File: config.mk
export PLATFORM = sky130hd
export DESIGN_NAME = pe_mac_stream_flat
export DESIGN_NICKNAME = d
export VERILOG_FILES = /design/src/rtl/pe_mac_stream_pkg.sv /design/src/rtl/pe_mac_stream_if.sv /design/src/rtl/pe_round_sat.sv /design/src/rtl/pe_mac_stream.sv /design/src/flat_wrapper.sv
export SDC_FILE = /design/constraint.sdc
export NUM_CORES = 1
export LEC_CHECK = 0
export ABC_AREA = 1
export CORE_MARGIN = 2
export CORE_UTILIZATION = 50
export CTS_CLUSTER_DIAMETER = 80
export DETAILED_ROUTE_END_ITERATION = 6
export DONT_BUFFER_PORTS = 1
export SLEW_MARGIN = 0
export SYNTH_ARGS = -nofsm -noshare
export SYNTH_HDL_FRONTEND = slang
export SYNTH_HIERARCHICAL = 1
export SYNTH_SLANG_ARGS = --single-unit
File: constraint.sdc
create_clock -name i_clock -period 6.6 [get_ports i_clock]
set_input_delay 0.66 -clock i_clock [delete_from_list [all_inputs] [get_ports i_clock]]
set_output_delay 0.66 -clock i_clock [all_outputs]
set_load 0.01 [all_outputs]
File: src/rtl/pe_mac_stream_pkg.sv
// Shared types and helpers for the streaming MAC processing element.
// Holds the FSM state type, width helpers and the round/saturate rule.
package pe_mac_stream_pkg;

  typedef enum logic {
    IDLE = 1'b0,
    ACC  = 1'b1
  } state_t;

  typedef struct packed {
    logic               sat;
    logic signed [63:0] val;
  } rs_t;

  function automatic int len_bits(input int dmax);
    return $clog2(dmax + 1);
  endfunction

  function automatic int sh_bits(input int acc_bits);
    return $clog2(acc_bits);
  endfunction

  // Round-half-up right shift, then clip to an ob-bit signed range.
  function automatic rs_t round_sat(
    input logic signed [63:0] acc,
    input int unsigned        sh,
    input int                 ob
  );
    rs_t                t;
    logic signed [63:0] r;
    logic signed [63:0] hi;
    logic signed [63:0] lo;
    r = acc >>> sh;
    if (sh > 0)
      r = r + ((acc >>> (sh - 1)) & 64'sd1);
    hi = (64'sd1 <<< (ob - 1)) - 64'sd1;
    lo = -hi - 64'sd1;
    t.sat = 1'b0;
    t.val = r;
    if (r > hi) begin
      t.val = hi;
      t.sat = 1'b1;
    end else if (r < lo) begin
      t.val = lo;
      t.sat = 1'b1;
    end
    return t;
  endfunction

endpackage

File: src/rtl/pe_mac_stream_if.sv
// Operand/result stream bundle of the MAC processing element.
// Signal names follow the block's port list; master drives the i_* side.
interface pe_mac_stream_if
  import pe_mac_stream_pkg::*;
#(
  parameter int I_BITS        = 8,
  parameter int DIMENSION_MAX = 8,
  parameter int O_BITS        = 16,
  parameter int ACC_BITS      =
    2*I_BITS + $clog2(DIMENSION_MAX)
);
  localparam int LEN_BITS = len_bits(DIMENSION_MAX);
  localparam int SH_BITS  = sh_bits(ACC_BITS);

  logic                       i_valid;
  logic [LEN_BITS-1:0]        i_len;
  logic [SH_BITS-1:0]         i_shift;
  logic                       i_a_reset;
  logic                       i_b_reset;
  logic signed [I_BITS-1:0]   i_a;
  logic signed [I_BITS-1:0]   i_b;
  logic                       i_c_ready;
  logic signed [I_BITS-1:0]   o_a;
  logic signed [I_BITS-1:0]   o_b;
  logic                       o_a_reset;
  logic                       o_b_reset;
  logic signed [O_BITS-1:0]   o_c;
  logic                       o_c_valid;
  logic                       o_finish;
  logic                       o_sat;
  logic                       o_ovf;

  modport master (
    output i_valid, i_len, i_shift,
    output i_a_reset, i_b_reset,
    output i_a, i_b, i_c_ready,
    input  o_a, o_b, o_a_reset, o_b_reset,
    input  o_c, o_c_valid, o_finish,
    input  o_sat, o_ovf
  );

  modport slave (
    input  i_valid, i_len, i_shift,
    input  i_a_reset, i_b_reset,
    input  i_a, i_b, i_c_ready,
    output o_a, o_b, o_a_reset, o_b_reset,
    output o_c, o_c_valid, o_finish,
    output o_sat, o_ovf
  );

endinterface

File: src/rtl/pe_round_sat.sv
// Combinational round-half-up shift and signed saturation.
// Narrows the accumulator to the result width and flags clipping.
module pe_round_sat
  import pe_mac_stream_pkg::*;
#(
  parameter int ACC_BITS = 19,
  parameter int O_BITS   = 16,
  parameter int SH_BITS  = 5
) (
  input  logic signed [ACC_BITS-1:0] acc,
  input  logic [SH_BITS-1:0]         sh,
  output logic signed [O_BITS-1:0]   res,
  output logic                       sat
);
  rs_t  t;
  logic unused_hi;

  always_comb begin
    t = round_sat(64'(acc), 32'(sh), O_BITS);
  end

  assign res       = t.val[O_BITS-1:0];
  assign sat       = t.sat;
  assign unused_hi = ^t.val[63:O_BITS];

endmodule

File: src/rtl/pe_mac_stream.sv
// Streaming multiply-accumulate PE with operand forwarding,
// clear tokens, and a held, rounded, saturated result.
module pe_mac_stream
  import pe_mac_stream_pkg::*;
#(
  parameter int I_BITS        = 8,
  parameter int DIMENSION_MAX = 8,
  parameter int O_BITS        = 16,
  parameter int ACC_BITS      =
    2*I_BITS + $clog2(DIMENSION_MAX)
) (
  input  logic           i_clock,
  input  logic           i_reset,
  pe_mac_stream_if.slave bus
);
  localparam int LEN_BITS = len_bits(DIMENSION_MAX);
  localparam int SH_BITS  = sh_bits(ACC_BITS);
  localparam logic [LEN_BITS-1:0] LMAX =
    LEN_BITS'(DIMENSION_MAX);
  localparam logic [LEN_BITS-1:0] ONE =
    LEN_BITS'(1);

  state_t                     state_q, state_n;
  logic signed [ACC_BITS-1:0] acc_q, acc_n;
  logic signed [ACC_BITS-1:0] prod_x;
  logic signed [2*I_BITS-1:0] prod;
  logic [LEN_BITS-1:0]        cnt_q, cnt_n;
  logic [LEN_BITS-1:0]        len_q, len_n;
  logic [LEN_BITS-1:0]        len_eff;
  logic [SH_BITS-1:0]         sh_q, sh_n;
  logic                       clr;
  logic                       last;
  logic                       done;
  logic signed [O_BITS-1:0]   res;
  logic                       sat;

  assign clr    = bus.i_a_reset | bus.i_b_reset;
  assign prod   = bus.i_a * bus.i_b;
  assign prod_x = ACC_BITS'(prod);

  always_comb begin
    len_eff = bus.i_len;
    if (bus.i_len == '0)
      len_eff = ONE;
    else if (bus.i_len > LMAX)
      len_eff = LMAX;
  end

  always_ff @(posedge i_clock or posedge i_reset) begin
    if (i_reset) state_q <= IDLE;
    else         state_q <= state_n;
  end

  always_comb begin
    state_n = state_q;
    acc_n   = acc_q;
    cnt_n   = cnt_q;
    len_n   = len_q;
    sh_n    = sh_q;
    last    = 1'b0;
    done    = 1'b0;
    if (bus.i_valid) begin
      unique case (1'b1)
        clr: begin
          acc_n = '0;
          cnt_n = '0;
        end
        !clr && state_q == IDLE: begin
          len_n = len_eff;
          sh_n  = bus.i_shift;
          acc_n = prod_x;
          cnt_n = ONE;
          last  = (len_eff == ONE);
        end
        default: begin
          acc_n = acc_q + prod_x;
          cnt_n = cnt_q + ONE;
          last  = (cnt_n == len_q);
        end
      endcase
      // A clear token always wins over completion.
      done    = last && !clr;
      state_n = (clr || last) ? IDLE : ACC;
    end
  end

  pe_round_sat #(
    .ACC_BITS (ACC_BITS),
    .O_BITS   (O_BITS),
    .SH_BITS  (SH_BITS)
  ) u_round_sat (
    .acc (acc_n),
    .sh  (sh_n),
    .res (res),
    .sat (sat)
  );

  always_ff @(posedge i_clock or posedge i_reset) begin
    if (i_reset) begin
      acc_q         <= '0;
      cnt_q         <= '0;
      len_q         <= '0;
      sh_q          <= '0;
      bus.o_a       <= '0;
      bus.o_b       <= '0;
      bus.o_a_reset <= 1'b0;
      bus.o_b_reset <= 1'b0;
      bus.o_c       <= '0;
      bus.o_c_valid <= 1'b0;
      bus.o_finish  <= 1'b0;
      bus.o_sat     <= 1'b0;
      bus.o_ovf     <= 1'b0;
    end else begin
      acc_q        <= acc_n;
      cnt_q        <= cnt_n;
      len_q        <= len_n;
      sh_q         <= sh_n;
      bus.o_finish <= done;
      if (bus.i_valid) begin
        bus.o_a_reset <= clr;
        bus.o_b_reset <= clr;
        bus.o_a       <= clr ? '0 : bus.i_a;
        bus.o_b       <= clr ? '0 : bus.i_b;
      end
      if (done) begin
        if (bus.o_c_valid && !bus.i_c_ready)
          bus.o_ovf <= 1'b1;
        bus.o_c       <= res;
        bus.o_sat     <= sat;
        bus.o_c_valid <= 1'b1;
      end else if (bus.i_c_ready) begin
        bus.o_c_valid <= 1'b0;
      end
    end
  end

endmodule

File: src/flat_wrapper.sv
// flat-port wrapper written by rule: the top's interface ports become plain ports
module pe_mac_stream_flat import pe_mac_stream_pkg::*;
#(
  parameter int I_BITS        = 8,
  parameter int DIMENSION_MAX = 8,
  parameter int O_BITS        = 16,
  parameter int ACC_BITS      =
    2*I_BITS + $clog2(DIMENSION_MAX)
)
  (i_clock, i_reset, bus_i_valid, bus_i_len, bus_i_shift, bus_i_a_reset, bus_i_b_reset, bus_i_a, bus_i_b, bus_i_c_ready, bus_o_a, bus_o_b, bus_o_a_reset, bus_o_b_reset, bus_o_c, bus_o_c_valid, bus_o_finish, bus_o_sat, bus_o_ovf);
  pe_mac_stream_if #(.I_BITS(I_BITS), .DIMENSION_MAX(DIMENSION_MAX), .O_BITS(O_BITS), .ACC_BITS(ACC_BITS)) bus_i ();
  input  logic i_clock;
  input  logic i_reset;
  input wire logic [$bits(bus_i.i_valid)-1:0] bus_i_valid;
  input wire logic [$bits(bus_i.i_len)-1:0] bus_i_len;
  input wire logic [$bits(bus_i.i_shift)-1:0] bus_i_shift;
  input wire logic [$bits(bus_i.i_a_reset)-1:0] bus_i_a_reset;
  input wire logic [$bits(bus_i.i_b_reset)-1:0] bus_i_b_reset;
  input wire logic [$bits(bus_i.i_a)-1:0] bus_i_a;
  input wire logic [$bits(bus_i.i_b)-1:0] bus_i_b;
  input wire logic [$bits(bus_i.i_c_ready)-1:0] bus_i_c_ready;
  output wire logic [$bits(bus_i.o_a)-1:0] bus_o_a;
  output wire logic [$bits(bus_i.o_b)-1:0] bus_o_b;
  output wire logic [$bits(bus_i.o_a_reset)-1:0] bus_o_a_reset;
  output wire logic [$bits(bus_i.o_b_reset)-1:0] bus_o_b_reset;
  output wire logic [$bits(bus_i.o_c)-1:0] bus_o_c;
  output wire logic [$bits(bus_i.o_c_valid)-1:0] bus_o_c_valid;
  output wire logic [$bits(bus_i.o_finish)-1:0] bus_o_finish;
  output wire logic [$bits(bus_i.o_sat)-1:0] bus_o_sat;
  output wire logic [$bits(bus_i.o_ovf)-1:0] bus_o_ovf;
  assign bus_i.i_valid = bus_i_valid;
  assign bus_i.i_len = bus_i_len;
  assign bus_i.i_shift = bus_i_shift;
  assign bus_i.i_a_reset = bus_i_a_reset;
  assign bus_i.i_b_reset = bus_i_b_reset;
  assign bus_i.i_a = bus_i_a;
  assign bus_i.i_b = bus_i_b;
  assign bus_i.i_c_ready = bus_i_c_ready;
  assign bus_o_a = bus_i.o_a;
  assign bus_o_b = bus_i.o_b;
  assign bus_o_a_reset = bus_i.o_a_reset;
  assign bus_o_b_reset = bus_i.o_b_reset;
  assign bus_o_c = bus_i.o_c;
  assign bus_o_c_valid = bus_i.o_c_valid;
  assign bus_o_finish = bus_i.o_finish;
  assign bus_o_sat = bus_i.o_sat;
  assign bus_o_ovf = bus_i.o_ovf;
  pe_mac_stream #(.I_BITS(I_BITS), .DIMENSION_MAX(DIMENSION_MAX), .O_BITS(O_BITS), .ACC_BITS(ACC_BITS)) u_core (.i_clock(i_clock), .i_reset(i_reset), .bus(bus_i));
endmodule
---- Yosys cells after proc, flatten, opt, wreduce, memory -nomap -nowiden ----
Index checks and enable logic that the tools add are counted.
word-level totals
  register bits after elaboration ......... 70
  input port bits ......................... 31
  output and inout port bits .............. 38
operators by class
  $add $sub $neg .......................... 4
  multipliers ............................. 1
  magnitude comparators ................... 4
  eq/ne operators ......................... 2
  shifts and indexed selects .............. 2
  muxes and demuxes ....................... 18
  bitwise gates (word level) .............. 2
  reductions and logical operators ........ 10
operator list
  cell                  number
  $mux 65               2
  $add 64x2->64         1
  $gt 64x16->1 const B  1
  $lt 64x16->1 const B  1
  $mux 64               1
  $sshr 19x5->64        1
  $pmux 19 s2           1
  $sshr 19x32->1        1
  $add 19x16->19        1
  $mux 19               1
  $mul 8x8->16          1
  $mux 8                2
  $mux 5                2
  $mux 4                2
  $pmux 4 s2            1
  $sub 5x1->6 const B   1
  $gt 5x1->1 const B    1
  $mux 1                5
  $add 4x1->4 const B   1
  $eq 4x1->1 const B    1
  $eq 4x4->1            1
  $gt 4x4->1 const B    1
  $logic_not 4->1       1
  $reduce_and 2->1      2
  7 further kinds       10

---- Longest topological paths before layout ----
  depth after elaboration ................. 12
  depth in mapped cells ................... 61
  depth with buffers taken out ............ 59

---- Cells and area by module ----
The synthesis kept the hierarchy.
modules (own cells, without submodules)
  module         times used  cells an instance  area each (sq um)  sequential area each (sq um)
  pe_mac_stream  1           859                6528.8             1751.7
  pe_round_sat   1           473                2577.5             0.0

---- Worst setup path after synthesis ----
Ideal clock, no wire load.
  path kind ............................... in2reg
  start ................................... input bus_i_b[2]
  end ..................................... register u_core.bus.o_c[10]
  library setup time ...................... 0.116 ns
  data arrival time ....................... 9.229 ns
  data required time ...................... 6.484 ns
  slack ................................... -2.745 ns
  stages .................................. 54
  buffers on the path ..................... 2
  cells stage by stage .................... clkbuf_1 nand2_1 inv_1 fa_1 inv_1 fa_1 inv_1 fa_1 inv_1 fa_1 inv_1 ha_1 a21oi_1 o21a_1 nand2_1 nand2_1 nand2_1 a21oi_1 (+18 left out) ha_1 inv_1 nor2_4 nand2_2 nor2_1 nand3_1 ha_1 nand4_1 nor4_1 nand3b_1 a21oi_1 and3_1 nand2_2 nand2_4 buf_6 nand2_1 nand2_1 nand2_1
on the way
  longest elaborated chain between the ends .. 10
  elaborated cells between the ends (all ways) .. 12
RTL lines
  item                                                     line                                              source
  start: declaration                                       flat_wrapper.sv:20                                input wire logic [$bits(bus_i.i_b)-1:0] bus_i_b;
  $mul 8x8->16 *                                           pe_mac_stream.sv:38                               assign prod = bus.i_a * bus.i_b;
  $add 19x16->19                                           pe_mac_stream.sv:76                               acc_n = acc_q + prod_x;
  $pmux 19 s2 *                                            pe_mac_stream.sv:63                               unique case (1'b1)
  $mux 19 *                                                pe_mac_stream.sv:62                               if (bus.i_valid) begin
  named net u_core.acc_n[18]                               pe_mac_stream.sv:24                               logic signed [ACC_BITS-1:0] acc_q, acc_n;
  $sshr 19x32->1 / $sshr 19x5->64 (equally long branches)  pe_mac_stream_pkg.sv:35, pe_mac_stream_pkg.sv:33
  $add 64x2->64                                            pe_mac_stream_pkg.sv:35                           r = r + ((acc >>> (sh - 1)) & 64'sd1);
  $mux 64 *                                                pe_mac_stream_pkg.sv:34                           if (sh > 0)
  $lt 64x16->1                                             pe_mac_stream_pkg.sv:43                           end else if (r < lo) begin
  $mux 65                                                  pe_mac_stream_pkg.sv:43
  $mux 65 *                                                pe_mac_stream_pkg.sv:40                           if (r > hi) begin
  named net u_core.res[10]                                 pe_mac_stream.sv:34                               logic signed [O_BITS-1:0] res;
  end signal: assignment                                   pe_mac_stream.sv:128                              bus.o_c <= res;
  end: declaration                                         pe_mac_stream_if.sv:47                            output o_c, o_c_valid, o_finish,
Mark *: on every way through the listed nets, which the timed path passes. The rest lies on a longest branch.
A chain may end at the register's enable or synchronous reset.

---- Worst setup path in the final report ----
  start ................................... input bus_i_a[7]
  end ..................................... register u_core.bus.o_c[1]
on the way
  longest elaborated chain between the ends .. 10
  elaborated cells between the ends (all ways) .. 12
RTL lines
  item                                                     line                                              source
  start: declaration                                       flat_wrapper.sv:19                                input wire logic [$bits(bus_i.i_a)-1:0] bus_i_a;
  $mul 8x8->16 *                                           pe_mac_stream.sv:38
  $add 19x16->19                                           pe_mac_stream.sv:76
  $pmux 19 s2 *                                            pe_mac_stream.sv:63
  $mux 19 *                                                pe_mac_stream.sv:62
  named net u_core.acc_n[17]                               pe_mac_stream.sv:24
  $sshr 19x32->1 / $sshr 19x5->64 (equally long branches)  pe_mac_stream_pkg.sv:35, pe_mac_stream_pkg.sv:33
  $add 64x2->64                                            pe_mac_stream_pkg.sv:35
  $mux 64 *                                                pe_mac_stream_pkg.sv:34
  $lt 64x16->1                                             pe_mac_stream_pkg.sv:43
  $mux 65                                                  pe_mac_stream_pkg.sv:43
  $mux 65 *                                                pe_mac_stream_pkg.sv:40
  named net u_core.res[1]                                  pe_mac_stream.sv:34
Marked as above.

==> flow_metrics.py <==
metrics = {
    "floorplanning": {
        "die-width_microns": 139,
        "die_height_microns": 139,
        "rows": 49,
        "start_util": 0.509,
        "die-area_sq_mm": 0.0193,
        "fp.coreArea_sq_mm": 0.0179,
        "pin_count": 69,
    },
    "setup_path": {
        "critPathTopFamily": "adder cells",
        "path_depth": 51,
        "critPathMaxFanout": 9,
        "r2r_cells": 35,
        "crit_start": "bus_i_a[7]",
        "required_ps": 6880,
        "timing.rr.end": "u_core/bus.o_c[1]",
        "cp_slowest_cell": "fa_1",
        "crit_end": "u_core/bus.o_c[1]",
        "cp_num_buf_inv": 10,
        "critPathMostFrequentCell": "inv_2",
        "r2r_start": "u_core/acc_q[0]",
        "slowest_delay_ps": 540,
        "cp-end-kind": "register",
        "crit_arrival_ps": 8670,
        "rrSetupSlack_ps": 700,
        "worstSetupStartpointType": "input pin",
        "crit_type": "in -> reg",
    },
    "logic_synthesis": {
        "yosys_warnings": 6,
        "synth_area_sq_mm": 0.00911,
        "synthDistinctLibCells": 50,
        "ys_async_sr_fraction": 1.00,
        "ys_seq_area_frac": 0.192,
        "postSynthCellCount": 1332,
        "synth-edff-count": 0,
        "synth.net_count": 1485,
        "avgSynthCellArea_sq_um": 6.84,
        "synth_flop_cell": "dfrtp_1",
        "synth-seq-cells": 70,
    },
    "clock_tree": {
        "clk_pin_slew_ps": 60,
        "clockBufferDepth": 2,
        "cts_sinks": 70,
        "root_buffer": "clkbuf_16",
        "ctsHoldBuffers": 0,
        "clk_latency_ps": 340,
        "cts_tree": "built",
        "numCtsBuffers": 9,
        "htreeDepth": 3,
    },
    "global_route": {
        "groute.usage.overall": 0.295,
        "antenna_found_initial": 1,
        "first_global_vias": 9125,
        "grt_pass1_wl_microns": 46400,
        "gr-total-overflow": 0,
        "grt_max_degree": 54,
    },
    "final_layout": {
        "nets": 1706,
        "drive_above_1_share": 0.348,
        "area_delta_synth_final_pct": 38.3,
        "final_area_sq_mm": 0.0126,
        "diodes": 0,
        "fin_cells": 1787,
        "fin_util": 0.704,
    },
    "route": {
        "vias": 9482,
        "viasPerCell": 5.31,
        "wl_microns": 28500,
        "final_antenna_net_count": 0,
        "wl_per_cell_microns": 16.0,
        "drt_iter0_markers": 641,
        "remaining_drc_errors": 0,
        "dr.pass1.iters": 5,
    },
    "timing": {
        "max_freq_mhz": 119,
        "hold_viol": 0,
        "relSlewSlack": 0.397,
        "tightest_slew_ps": 902,
        "finalSetupViolations": 17,
        "min_period_ps": 8380,
        "fin_skew_ps": 6.20,
        "post-route-period-util": 1.27,
        "setup_slack_ps": -1780,
        "holdWs_ps": 171,
        "rsz0062_at_grt": "yes",
        "drv_slew": 0,
    },
    "pwr": {
        "power_density_mw_per_mm2": 635,
        "leakagePower_nw": 6.56,
        "ir_drop_uv": 459,
    },
    "hold_path": {
        "timing.hold.worst.class": "in -> async",
    },
    "run_status": {
        "status": "finished with violations",
        "violations": "setup timing",
    },
    "place": {
        "place_area_sq_mm": 0.0109,
        "portBuffers": 0,
        "place.gp.congestion": 0.905,
        "dp_slack_ps": -2610,
        "place_hpwl_microns": 21300,
        "dp_cells": 1714,
    },
    "run": {
        "cap_violations": 0,
    },
}
==> report_power, final <==
part	switching, mW	internal, mW
Combinational	3.50	3.32
Sequential	0.108	0.527
Clock	0.207	0.332
Total	3.81	4.18
==> repair_timing <==
action,CTS,global route
gates resized for setup,132,99
endpoints found under the setup margin,17,17
setup buffers,47,11
gates cloned,2,0
pin swaps,92,109
endpoints found under the hold margin,0,0
==> cell type report <==
type | count | area, sq um
Clock buffer | 9 | 225
Clock inverter | 7 | 95.1
Fill cell | 1489 | 5310
Inverter | 248 | 956
Multi-Input combinational cell | 971 | 7330
Sequential cell | 70 | 1750
Tap cell | 229 | 287
Timing Repair Buffer | 253 | 1950
==> state kept, by name, summed over array words and instances, names as in the netlist, 4 cells and up <==
signal,cells
u_core/cnt_q,4
u_core/acc_q,19
u_core/bus.o_c,16
u_core/bus.o_b,8
u_core/len_q,4
u_core/sh_q,5
u_core/bus.o_a,8
==> synthesized netlist by cell type (2+ instances only) <==
master,instances,area (sq um)
nand3_2,9,90.1
o211ai_1,4,30.0
a31oi_1,8,50.1
o221ai_1,2,17.5
o31ai_1,2,15.0
nor3_1,4,20.0
nand2_1,393,1480
nand2_2,16,100
fa_1,56,1120
ha_1,66,826
nor2_2,10,62.6
a21o_1,2,15.0
dfrtp_1,70,1750
a21oi_1,55,275
buf_4,5,37.5
o21ai_2,3,26.3
nand3_1,109,546
o22ai_1,2,12.5
a21boi_0,2,15.0
inv_1,240,901
nand3b_1,3,22.5
nand2_4,5,56.3
o21ai_0,39,195
nand4_1,24,150
nor2_4,6,67.6
a22o_1,17,149
o21ai_1,4,20.0
nor2_1,71,267
clkbuf_1,23,86.3
buf_6,9,101
buf_2,6,30.0
xnor2_1,15,131
inv_2,7,26.3
nand3_4,2,35.0
nor4_1,8,50.1
xor2_1,21,184
==> placed cells by master, fill, tap and decap left out, drive strengths merged <==
| master | synthesis | layout |
|---|---|---|
| nand2 | 414 | 416 |
| buf | 22 | 253 |
| inv | 248 | 250 |
| nand3 | 120 | 120 |
| nor2 | 87 | 87 |
| dfrtp | 70 | 70 |
| ha | 66 | 66 |
| fa | 56 | 56 |
| a21oi | 55 | 55 |
| o21ai | 46 | 46 |
| nand4 | 24 | 24 |
| xor2 | 21 | 21 |
| a22o | 17 | 17 |
| xnor2 | 15 | 15 |
| clkbuf | 23 | 9 |
| nor4 | 9 | 9 |
| a31oi | 8 | 8 |
| nor3 | 5 | 5 |
| o211ai | 4 | 4 |
| nand3b | 4 | 4 |
| clkinv | 0 | 2 |
| bufinv | 0 | 2 |
| a21o | 2 | 2 |
| o31ai | 2 | 2 |
| o221ai | 2 | 2 |
| a21boi | 2 | 2 |
| o22ai | 2 | 2 |
| and3 | 2 | 2 |
| clkinvlp | 0 | 1 |
| o21bai | 1 | 1 |
| o21a | 1 | 1 |
| a31o | 1 | 1 |
| o311ai | 1 | 1 |
| or2 | 1 | 1 |
| a32oi | 1 | 1 |
==> how the worst min path moves through the flow <==
stage                                    end  slack, ps  cells after the start
final                      u_core/bus.o_c[3]        170                      1
after global routing      u_core/bus.o_c[12]        190                      1
after CTS                  u_core/bus.o_c[8]        170                      1
after detailed placement      u_core/sh_q[2]        500                      2
after global placement       u_core/len_q[0]        490                      2
after floorplan               u_core/sh_q[1]        440                      2
==> cell families after synthesis <==
logic type / synth area share
and+or+nand+nor: 0.331
buffers and inverters: 0.134
AOI/OAI and AO/OA: 0.0947
adders and majority gates: 0.214
DFF: 0.192
xor gates and xnor gates: 0.0346
==> routing by layer <==
layer	up-vias	GRT usage	wire length, microns
met2	317	0.489	13500
li1	4651	-	-
met3	29	0.0407	1670
met5	-	0	13
met4	2	0.0627	435
met1	4483	0.416	12900
==> through the flow <==
stage	power [mW]	TNS, ps
after floorplan	3.56	-26830
after global placement	5.48	-42090
after detailed placement	5.50	-43330
after CTS	7.21	-25610
after global routing	8.59	-35910
final	7.99	-28990
Note: power is estimated with default switching activity, not from simulation.
